==> src/rtl/wb_stage_ctrl_pkg.sv <==
// Shared constants for the write-back stage: byte-lane enable patterns
// and the word-address helper used for LL/SC link matching.
package wb_stage_ctrl_pkg;

   localparam int BE_BITS = 4;

   localparam logic [BE_BITS-1:0] BE_WORD    = 4'b1111;
   localparam logic [BE_BITS-1:0] BE_HALF_LO = 4'b0011;
   localparam logic [BE_BITS-1:0] BE_HALF_HI = 4'b1100;
   localparam logic [BE_BITS-1:0] BE_B0      = 4'b0001;
   localparam logic [BE_BITS-1:0] BE_B1      = 4'b0010;
   localparam logic [BE_BITS-1:0] BE_B2      = 4'b0100;
   localparam logic [BE_BITS-1:0] BE_B3      = 4'b1000;

   // Links are tracked per 32-bit word, so the two byte-offset bits are dropped.
   localparam int WORD_LSB = 2;

   function automatic int word_bits(input int bits);
      return bits - WORD_LSB;
   endfunction

endpackage

==> src/rtl/wb_stage_ctrl_if.sv <==
// Pipeline-side bundle into the write-back stage: the MEM/WB register
// fields, the S4 SC probe, the external link kill and the SC verdict back to S4.
interface wb_stage_ctrl_if
   import wb_stage_ctrl_pkg::*;
#(
   parameter int BITS      = 32,
   parameter int ADDR_LEFT = 4
);

   logic                 sel_mem_s5;
   logic                 rw_s5;
   logic [ADDR_LEFT:0]   waddr_s5;
   logic                 load_link_s5;
   logic                 check_link_s5;
   logic                 mem_rw_s5;
   logic                 halt_s5;
   logic [BE_BITS-1:0]   byte_en_s5;
   logic [BITS-1:0]      alu_out_s5;
   logic [BITS-1:0]      mem_rdata_s5;
   logic                 check_link_s4;
   logic [BITS-1:0]      alu_out_s4;
   logic                 link_inval;
   logic                 sc_ok_s4;

   modport master (
      output sel_mem_s5, rw_s5, waddr_s5, load_link_s5, check_link_s5,
             mem_rw_s5, halt_s5, byte_en_s5, alu_out_s5, mem_rdata_s5,
             check_link_s4, alu_out_s4, link_inval,
      input  sc_ok_s4
   );

   modport slave (
      input  sel_mem_s5, rw_s5, waddr_s5, load_link_s5, check_link_s5,
             mem_rw_s5, halt_s5, byte_en_s5, alu_out_s5, mem_rdata_s5,
             check_link_s4, alu_out_s4, link_inval,
      output sc_ok_s4
   );

endinterface

==> src/rtl/wb_stage_ctrl_load_align.sv <==
// Load alignment: picks the addressed byte or halfword out of the raw
// memory word and right-aligns it with zero extension.
module wb_stage_ctrl_load_align
   import wb_stage_ctrl_pkg::*;
#(
   parameter int BITS = 32
) (
   input  logic [BITS-1:0]    mem_rdata,
   input  logic [BE_BITS-1:0] byte_en,
   output logic [BITS-1:0]    aligned
);

   // Unrecognised lane patterns fall back to the full word.
   always_comb begin
      aligned = mem_rdata;
      case (byte_en)
         BE_WORD:    aligned = mem_rdata;
         BE_HALF_LO: aligned = {{(BITS-16){1'b0}}, mem_rdata[15:0]};
         BE_HALF_HI: aligned = {{(BITS-16){1'b0}}, mem_rdata[31:16]};
         BE_B0:      aligned = {{(BITS-8){1'b0}}, mem_rdata[7:0]};
         BE_B1:      aligned = {{(BITS-8){1'b0}}, mem_rdata[15:8]};
         BE_B2:      aligned = {{(BITS-8){1'b0}}, mem_rdata[23:16]};
         BE_B3:      aligned = {{(BITS-8){1'b0}}, mem_rdata[31:24]};
         default:    aligned = mem_rdata;
      endcase
   end

endmodule

==> src/rtl/wb_stage_ctrl.sv <==
// Write-back stage control: register-file write port, LL/SC link state,
// the S4 store-conditional verdict, sticky halt and saturating retire counter.
module wb_stage_ctrl
   import wb_stage_ctrl_pkg::*;
#(
   parameter int BITS      = 32,
   parameter int REG_WORDS = 32,
   parameter int ADDR_LEFT = $clog2(REG_WORDS)-1,
   parameter int CNT_BITS  = 32
) (
   input  logic                        clk,
   input  logic                        rst,
   wb_stage_ctrl_if.slave              bus,
   output logic                        rf_we,
   output logic [ADDR_LEFT:0]          rf_waddr,
   output logic [BITS-1:0]             rf_wdata,
   output logic                        link_valid,
   output logic [word_bits(BITS)-1:0]  link_addr,
   output logic                        halted,
   output logic [CNT_BITS-1:0]         retire_cnt
);

   localparam int LBITS = word_bits(BITS);

   logic [LBITS-1:0] word_s5;
   logic [LBITS-1:0] word_s4;
   logic [LBITS-1:0] link_addr_nxt;
   logic             link_valid_nxt;
   logic             sc_ok_q;
   logic             retire;
   logic [BITS-1:0]  aligned;

   assign word_s5 = bus.alu_out_s5[BITS-1:WORD_LSB];
   assign word_s4 = bus.alu_out_s4[BITS-1:WORD_LSB];

   wb_stage_ctrl_load_align #(.BITS(BITS)) u_align (
      .mem_rdata (bus.mem_rdata_s5),
      .byte_en   (bus.byte_en_s5),
      .aligned   (aligned)
   );

   // Link next state: an external kill beats everything, then LL, then SC, then a hitting store.
   always_comb begin
      link_valid_nxt = link_valid;
      link_addr_nxt  = link_addr;
      if (bus.link_inval) begin
         link_valid_nxt = 1'b0;
      end else if (bus.load_link_s5 && !halted) begin
         link_valid_nxt = 1'b1;
         link_addr_nxt  = word_s5;
      end else if (bus.check_link_s5) begin
         link_valid_nxt = 1'b0;
      end else if (bus.mem_rw_s5 && link_valid && (word_s5 == link_addr)) begin
         link_valid_nxt = 1'b0;
      end
   end

   // The S4 SC looks at next-state link so an LL or killing store in S5 is seen this cycle.
   always_comb begin
      bus.sc_ok_s4 = bus.check_link_s4 && link_valid_nxt &&
                     (word_s4 == link_addr_nxt) && !halted;
   end

   // Write port is taken straight from the S5 register; SC results win over loads over ALU.
   always_comb begin
      rf_waddr = bus.waddr_s5;
      rf_we    = bus.rw_s5 && (|bus.waddr_s5) && !halted && !rst;
      if (bus.check_link_s5) begin
         rf_wdata = {{(BITS-1){1'b0}}, sc_ok_q};
      end else if (bus.sel_mem_s5) begin
         rf_wdata = aligned;
      end else begin
         rf_wdata = bus.alu_out_s5;
      end
   end

   assign retire = (bus.rw_s5 || bus.mem_rw_s5 || bus.halt_s5) && !halted;

   // Stage state: link, SC verdict pipeline, sticky halt and the saturating counter.
   always_ff @(posedge clk or posedge rst) begin
      if (rst) begin
         link_valid <= 1'b0;
         link_addr  <= '0;
         sc_ok_q    <= 1'b0;
         halted     <= 1'b0;
         retire_cnt <= '0;
      end else begin
         link_valid <= link_valid_nxt;
         link_addr  <= link_addr_nxt;
         sc_ok_q    <= bus.sc_ok_s4;
         if (bus.halt_s5) begin
            halted <= 1'b1;
         end
         if (retire && (retire_cnt != '1)) begin
            retire_cnt <= retire_cnt + CNT_BITS'(1);
         end
      end
   end

endmodule

==> src/flat_wrapper.sv <==
// flat-port wrapper written by rule: the top's interface ports become plain ports
module wb_stage_ctrl_flat import wb_stage_ctrl_pkg::*;
#(
   parameter int BITS      = 32,
   parameter int REG_WORDS = 32,
   parameter int ADDR_LEFT = $clog2(REG_WORDS)-1,
   parameter int CNT_BITS  = 32
)
  (clk, rst, rf_we, rf_waddr, rf_wdata, link_valid, link_addr, halted, retire_cnt, bus_sel_mem_s5, bus_rw_s5, bus_waddr_s5, bus_load_link_s5, bus_check_link_s5, bus_mem_rw_s5, bus_halt_s5, bus_byte_en_s5, bus_alu_out_s5, bus_mem_rdata_s5, bus_check_link_s4, bus_alu_out_s4, bus_link_inval, bus_sc_ok_s4);
  wb_stage_ctrl_if #(.BITS(BITS), .ADDR_LEFT(ADDR_LEFT)) bus_i ();
  input  logic clk;
  input  logic rst;
  output logic rf_we;
  output logic [ADDR_LEFT:0] rf_waddr;
  output logic [BITS-1:0] rf_wdata;
  output logic link_valid;
  output logic [word_bits(BITS)-1:0] link_addr;
  output logic halted;
  output logic [CNT_BITS-1:0] retire_cnt;
  input wire logic [$bits(bus_i.sel_mem_s5)-1:0] bus_sel_mem_s5;
  input wire logic [$bits(bus_i.rw_s5)-1:0] bus_rw_s5;
  input wire logic [$bits(bus_i.waddr_s5)-1:0] bus_waddr_s5;
  input wire logic [$bits(bus_i.load_link_s5)-1:0] bus_load_link_s5;
  input wire logic [$bits(bus_i.check_link_s5)-1:0] bus_check_link_s5;
  input wire logic [$bits(bus_i.mem_rw_s5)-1:0] bus_mem_rw_s5;
  input wire logic [$bits(bus_i.halt_s5)-1:0] bus_halt_s5;
  input wire logic [$bits(bus_i.byte_en_s5)-1:0] bus_byte_en_s5;
  input wire logic [$bits(bus_i.alu_out_s5)-1:0] bus_alu_out_s5;
  input wire logic [$bits(bus_i.mem_rdata_s5)-1:0] bus_mem_rdata_s5;
  input wire logic [$bits(bus_i.check_link_s4)-1:0] bus_check_link_s4;
  input wire logic [$bits(bus_i.alu_out_s4)-1:0] bus_alu_out_s4;
  input wire logic [$bits(bus_i.link_inval)-1:0] bus_link_inval;
  output wire logic [$bits(bus_i.sc_ok_s4)-1:0] bus_sc_ok_s4;
  assign bus_i.sel_mem_s5 = bus_sel_mem_s5;
  assign bus_i.rw_s5 = bus_rw_s5;
  assign bus_i.waddr_s5 = bus_waddr_s5;
  assign bus_i.load_link_s5 = bus_load_link_s5;
  assign bus_i.check_link_s5 = bus_check_link_s5;
  assign bus_i.mem_rw_s5 = bus_mem_rw_s5;
  assign bus_i.halt_s5 = bus_halt_s5;
  assign bus_i.byte_en_s5 = bus_byte_en_s5;
  assign bus_i.alu_out_s5 = bus_alu_out_s5;
  assign bus_i.mem_rdata_s5 = bus_mem_rdata_s5;
  assign bus_i.check_link_s4 = bus_check_link_s4;
  assign bus_i.alu_out_s4 = bus_alu_out_s4;
  assign bus_i.link_inval = bus_link_inval;
  assign bus_sc_ok_s4 = bus_i.sc_ok_s4;
  wb_stage_ctrl #(.BITS(BITS), .REG_WORDS(REG_WORDS), .ADDR_LEFT(ADDR_LEFT), .CNT_BITS(CNT_BITS)) u_core (.clk(clk), .rst(rst), .bus(bus_i), .rf_we(rf_we), .rf_waddr(rf_waddr), .rf_wdata(rf_wdata), .link_valid(link_valid), .link_addr(link_addr), .halted(halted), .retire_cnt(retire_cnt));
endmodule
==> config.mk <==
export PLATFORM = sky130hd
export DESIGN_NAME = wb_stage_ctrl_flat
export DESIGN_NICKNAME = d
export VERILOG_FILES = /design/src/rtl/wb_stage_ctrl_pkg.sv /design/src/rtl/wb_stage_ctrl_if.sv /design/src/rtl/wb_stage_ctrl_load_align.sv /design/src/rtl/wb_stage_ctrl.sv /design/src/flat_wrapper.sv
export SDC_FILE = /design/constraint.sdc
export NUM_CORES = 1
export LEC_CHECK = 0
export CORE_UTILIZATION = 45
export DETAILED_ROUTE_END_ITERATION = 10
export PLACE_DENSITY = 0.87
export SLEW_MARGIN = 10
export SYNTH_ARGS = -nofsm -noshare
export SYNTH_HDL_FRONTEND = slang
export SYNTH_SLANG_ARGS = --single-unit
==> constraint.sdc <==
create_clock -name clk -period 6.22 [get_ports clk]
set_clock_uncertainty 0.05 [all_clocks]
set_input_delay 0.622 -clock clk [delete_from_list [all_inputs] [get_ports clk]]
set_output_delay 0.622 -clock clk [all_outputs]
set_load 0.03 [all_outputs]
==> run metrics, run 1 <==
initial drt markers about 460; post-synth top area cell dfrtp_1; WP data arrival approximately 4.6 ns; IO Pins roughly 220; post-route cell area slightly above 7000 sq um; number of synthesis warnings 0; compound-cell area share of the yosys netlist 0.1517; die area between 10,000 and 15,000 sq um; Crit Path Category input pin to primary output; Syn Area/Cell approximately 8.3 sq um; Seq/Total Area, Yosys 0.3502; Tcrit/Tclk final 0.8420; maximum VDD drop between 0.15 and 0.2 mV; grt ovf 0; die height 103.6 microns; Syn Nets ~680; layout cells sized above 1 0.06266; initial antenna violation count 0; Sinks on Clock Net 65; DRC Markers 0; largest fanout on the critical path 22; Leak 2.908 nW; largest family of logic cells by synthesized area simple AND/OR/NAND/NOR gates; Total Routing Usage GR 0.3352; hpwl dp around 14,000 microns; unrepaired setup endpoints after global routing no; R2R cell count 7; # nets final between 800 and 900; Fin Hold WS approximately 0.45 ns; M3 GR Usage 0.06923; Initial Util 0.4687; Area Growth Syn to Fin 53.29%; Die Wd 103.6 microns; root buffer cell clkbuf_8; Distinct cells, synth a little over 50; Top FF cell, synth dfrtp_1; vias in the first global route 5,020; FFs w/ async S/R, synth 1.000; power density over cell area approximately 190 nW/um^2; HP Class flop to flop; GP Congestion around 0.94; Post-Synth XOR/XNOR Area 0.1452; top post-synthesis cells by area dfrtp_1, xnor2_1, nand2_1, xor2_1, mux2_2; post-route ant nets 0; Post-synth EDFFs 0; Synth Area in Simple Gates 0.2543; first-pass GRT wire length around 28,000 microns; H-Tree Depth 3; mux contribution to synthesized area 0.04283; required time of the critical path ~5.6 ns; Top Usage Layer GRT met2; GR Util met2 0.5676; status complete, no violations; Syn Std Cell Area about 4600 sq um; WL per Instance just over 20 microns; post-CTS setup buffer count 0; CTS max path bufs 2; Core Area between 9000 and 10,000 sq um; number of antenna cells inserted 0; placed instance area 6867 sq um; Post-Synthesis Cells between 500 and 600; max-capacitance violation count 0; Std-Cell Rows 36; via count between 5,000 and 6,000; top-area cell type share of the netlist area 0.3502; post-DR vias/cell 5.801; WL final between 15,000 and 20,000 microns; CP Capture Type primary output; post-synthesis adder-cell area fraction 0.002694; Tmin final 5.237 ns; first drt pass iteration count 6; met1 global-route usage 0.4339; max frequency between 150 and 200 MHz; largest net degree at the start of global routing 66; Max Slew Vio Count 0; CTS tree done; Hold Path Stages 1; Final Setup Violations 0; CTS buffer count 9; setup_tns 0 ns; Startpoint Class input pin; Reg clk slew, reported paths around 0.080 ns; CTS-repair resized insts 0; Total Power 1.341 mW; clock latency on the worst-skew pair about 0.35 ns; CTS Hold Bufs 0; IO Port Bufs roughly 220; Worst-Margin Slew around 0.9 ns; FF+latch count, synth 65; worst relative slew slack 0.4066; final hold violations 0
==> metal layers <==
layer / part of all wire / up-vias
met5: 0 / -
met4: 0.020 / 0
met3: 0.089 / 35
met2: 0.49 / 332
met1: 0.40 / 2472
li1: - / 2376
==> worst paths after layout <==
path	startpoint	end	slack, ns
min reg2reg	u_core.retire_cnt[6]$_DFFE_PP0P_	u_core.retire_cnt[6]$_DFFE_PP0P_	0.45
max in group asynchronous	rst	u_core.link_addr[14]$_DFF_PP0_	4.76
max	bus_link_inval	bus_sc_ok_s4	0.98
min in group asynchronous	rst	u_core.retire_cnt[12]$_DFFE_PP0P_	0.81
max reg2reg	u_core.halted$_DFFE_PP0P_	u_core.sc_ok_q$_DFF_PP0_	2.89
min	u_core.retire_cnt[6]$_DFFE_PP0P_	u_core.retire_cnt[6]$_DFFE_PP0P_	0.45
==> cells in the final DEF (no fill, tap or decap), types with 6 or more instances in the layout <==
master           Yosys  routed
a211oi_1             9       9
a21oi_1             33      33
a22oi_1              7       7
a311oi_1             7       7
and3_1              11      11
buf_4                6       7
clkbuf_8             0      10
clkdlybuf4s50_1      0     215
dfrtp_1             65      65
inv_1               26      25
mux2_2              15      15
nand2_1             80      80
nand3_1             28      28
nand4_1             20      20
nor2_1              44      44
nor2b_1             18      18
nor3_1               6       6
nor4_1               8       8
o21ai_0             17      17
xnor2_1             49      49
xor2_1              28      28
==> stage by stage <==
step,cells,worst slack [ns],utilization
2_1_floorplan,559,2.866,-
3_3_place_gp,883,1.133,0.6929
3_5_place_dp,883,1.030,0.6929
4_1_cts,899,1.020,0.7184
5_1_grt,899,0.8367,0.7184
6_report,899,0.9830,0.7184
==> logic make-up after synthesis <==
group / count (synthesis)
AO/OA/AOI/OAI: 105
XOR/XNOR: 77
adder cells (fa/ha/maj): 1
buffers and inverters: 57
flip-flops: 65
multiplexers: 18
AND/OR/NAND/NOR: 236
==> critical path, cell delays in order <==
cell	delay (ns)
clkdlybuf4s50_1	0.55
nor3b_4	0.79
buf_4	0.41
mux2_2	0.39
xor2_1	0.15
nor4_1	0.33
nand3_1	0.14
nor4b_2	0.41
clkdlybuf4s50_1	0.75
==> sequential cells by signal, indices dropped and copies added (netlist names) <==
signal             flops
u_core.sc_ok_q         1
u_core.link_valid      1
u_core.link_addr      30
u_core.retire_cnt     32
u_core.halted          1
==> Yosys cell counts (all sizes together) (15+ instances only) <==
cell	number
nand3	28
nand2	80
o21ai	18
mux2	15
clkbuf	20
nor2	44
nand4	20
nor2b	18
a21oi	33
inv	26
xor2	28
xnor2	49
dfrtp	65
==> final cells by class <==
| type | instances | area (sq um) |
|---|---|---|
| multi-input combinational | 437 | 2771 |
| inverter | 26 | 97.59 |
| clock buffer | 10 | 137.6 |
| clock inverter | 6 | 115.1 |
| tap | 133 | 166.4 |
| sequential | 65 | 1627 |
| fill | 748 | 2790 |
| timing repair buffer | 222 | 2205 |
==> report_power, final <==
group          leakage (nW)  internal, mW  switching (mW)
Combinational          1.93         0.190           0.224
Sequential            0.859         0.442          0.0281
Clock                 0.123         0.279           0.178
Total                  2.91         0.911           0.431
Note: power is estimated with default switching activity, not from simulation.
==> run 2, diff against run 1 <==
--- a/config.mk
+++ b/config.mk
@@ -5,9 +5,9 @@
 export SDC_FILE = /design/constraint.sdc
 export NUM_CORES = 1
 export LEC_CHECK = 0
-export CORE_UTILIZATION = 45
+export CORE_UTILIZATION = 42
 export DETAILED_ROUTE_END_ITERATION = 10
-export PLACE_DENSITY = 0.87
+export PLACE_DENSITY = 0.82
 export SLEW_MARGIN = 10
 export SYNTH_ARGS = -nofsm -noshare
 export SYNTH_HDL_FRONTEND = slang
==> constraint.sdc (replaced) <==
create_clock -name clk -period 5.2 [get_ports clk]
set_clock_uncertainty 0.05 [all_clocks]
set_input_delay 0.52 -clock clk [delete_from_list [all_inputs] [get_ports clk]]
set_output_delay 0.52 -clock clk [all_outputs]
set_load 0.03 [all_outputs]
==> run metrics, run 2 (synthesized netlist as in run 1, its figures left out) <==
met3 wire length approximately 1700 microns; Reg clk slew, reported paths ~0.070 ns; IO Pins 218; commonest cells after routing, fill and taps aside clkdlybuf4s50_1, nand2_1, dfrtp_1; CTS buffer count 9; final hold violations 0; Core Area approximately 11,000 sq um; CP most frequent cell clkdlybuf4s50_1; die area 11,480 sq um; CTS Hold Bufs 0; WL per Instance 20.12 microns; first-pass GRT wire length between 20,000 and 30,000 microns; Leak 2.944 nW; largest fanout on the critical path 12; ordered list of cells on the worst path clkdlybuf4s50_1, nor3b_4, buf_4, mux2_2, xor2_1, a21oi_1, o2111ai_1, nor4b_2, clkdlybuf4s50_1; worst stage delay on the critical path between 0.7 and 0.8 ns; root buffer cell clkbuf_8; CTS max path bufs 2; number of antenna cells inserted 0; Std-Cell Rows 38; clock latency on the worst-skew pair around 0.35 ns; GP Congestion 0.9577; required time of the critical path approximately 4.6 ns; placed instance area approximately 7000 sq um; DR top layer met4; Die Wd 107.2 microns; via count 5,196; setup_tns 0 ns; hpwl dp roughly 14,000 microns; max-capacitance violation count 0; Initial Util 0.4303; CP Capture Type primary output; Tcrit/Tclk final 0.8896; final std cells w/o fill just over 900; initial antenna violation count 0; initial drt markers around 550; die height around 110 microns; slowest CP cell clkdlybuf4s50_1; CTS tree done; post-DR vias/cell between 5 and 6; Finished Core Util 0.6667; Worst-Margin Slew between 0.8 and 0.9 ns; Min-Delay Startpoint u_core.retire_cnt[6]$_DFFE_PP0P_; WL final 18,290 microns; first drt pass iteration count 5; max frequency 216.2 MHz; Startpoint Class input pin; Sinks on Clock Net 65; IO Port Bufs 215; DP Cell Count between 800 and 900; largest net degree at the start of global routing between 60 and 70; HP Class flop to flop; Area Growth Syn to Fin 54.93%; Total Routing Usage GR 0.3184; vias in the first global route a little over 5,000; Crit Path Category input pin to primary output; Largest Register u_core.retire_cnt; Final Setup Violations 0; unrepaired setup endpoints after global routing no; # nets final a little under 900; post-CTS setup buffer count 0; commonest non-fill, non-tap cell in the layout clkdlybuf4s50_1; Largest register FFs 32; Critical Path Source bus_link_inval; DRC Markers 0; Tmin final between 4 and 5 ns; Max Slew Vio Count 0; post-route cell area between 7000 and 8000 sq um; WL met2 8840 microns; post-route ant nets 0; WP data arrival ~4 ns; power density over cell area approximately 230 nW/um^2; grt ovf 0; CTS-repair resized insts 0; status complete, no violations; wl on met1 7110 microns; worst reg2reg path startpoint u_core.halted$_DFFE_PP0P_; layout cells sized above 1 0.06762; maximum VDD drop around 0.20 mV; worst relative slew slack 0.4527; Fin Hold WS approximately 0.45 ns; Largest regs u_core.retire_cnt: 32 flops, u_core.link_addr: 30 flops; H-Tree Depth 3
[run 2: cell types whose count changed in the layout (fill, tap and decap cells not counted), sizes merged]
cell / delta
bufinv: +2
clkdlybuf4s50: -1
clkinv: -1
clkbuf: -1
buf: +4
[run 2: layer usage]
layer	GRT usage	vias to the layer above
li1	-	2385
met1	0.3881	2454
met2	0.5484	313
met3	0.06079	44
met4	0.1321	0
met5	0	-
[run 2: worst max-delay path: cells and delay by family]
family | cells | cell delay, ns
AOI/OAI and AO/OA | 2 | 0.37
buffers and inverters | 3 | 1.60
xor gates and xnor gates | 1 | 0.15
and+or+nand+nor | 2 | 1.03
muxes | 1 | 0.36
[run 2: cell type report]
type	count	area [sq um]
Fill cell	899	3597
Multi-Input combinational cell	437	2771
Timing Repair Buffer	225	2235
Sequential cell	65	1627
Tap cell	140	175.2
Clock inverter	7	166.4
Clock buffer	9	123.9
Inverter	26	97.59
[run 2: metrics by stage]
step | setup slack (ns) | total power [mW]
after detailed placement | 0.6274 | 1.063
after floorplan | 1.961 | 0.8086
final | 0.5740 | 1.684
after CTS | 0.6249 | 1.690
after global placement | 0.6795 | 1.057
after global routing | 0.4513 | 1.742
[run 2: worst paths after layout]
kind                            slack (ns)                                end  depth (start not counted)
worst min register to register        0.45   u_core.retire_cnt[6]$_DFFE_PP0P_                          1
worst min-delay path                  0.45   u_core.retire_cnt[6]$_DFFE_PP0P_                          1
worst max register to register        2.36           u_core.sc_ok_q$_DFF_PP0_                          7
min in group asynchronous             0.71  u_core.retire_cnt[12]$_DFFE_PP0P_                          3
max in group asynchronous             3.86     u_core.link_addr[15]$_DFF_PP0_                          3
worst max-delay path                  0.57                       bus_sc_ok_s4                          9
[run 2: power breakdown]
part	switching (mW)	leakage, nW	internal (mW)
Sequential	0.0336	0.859	0.529
Clock	0.210	0.140	0.416
Combinational	0.269	1.94	0.227
Total	0.512	2.94	1.17
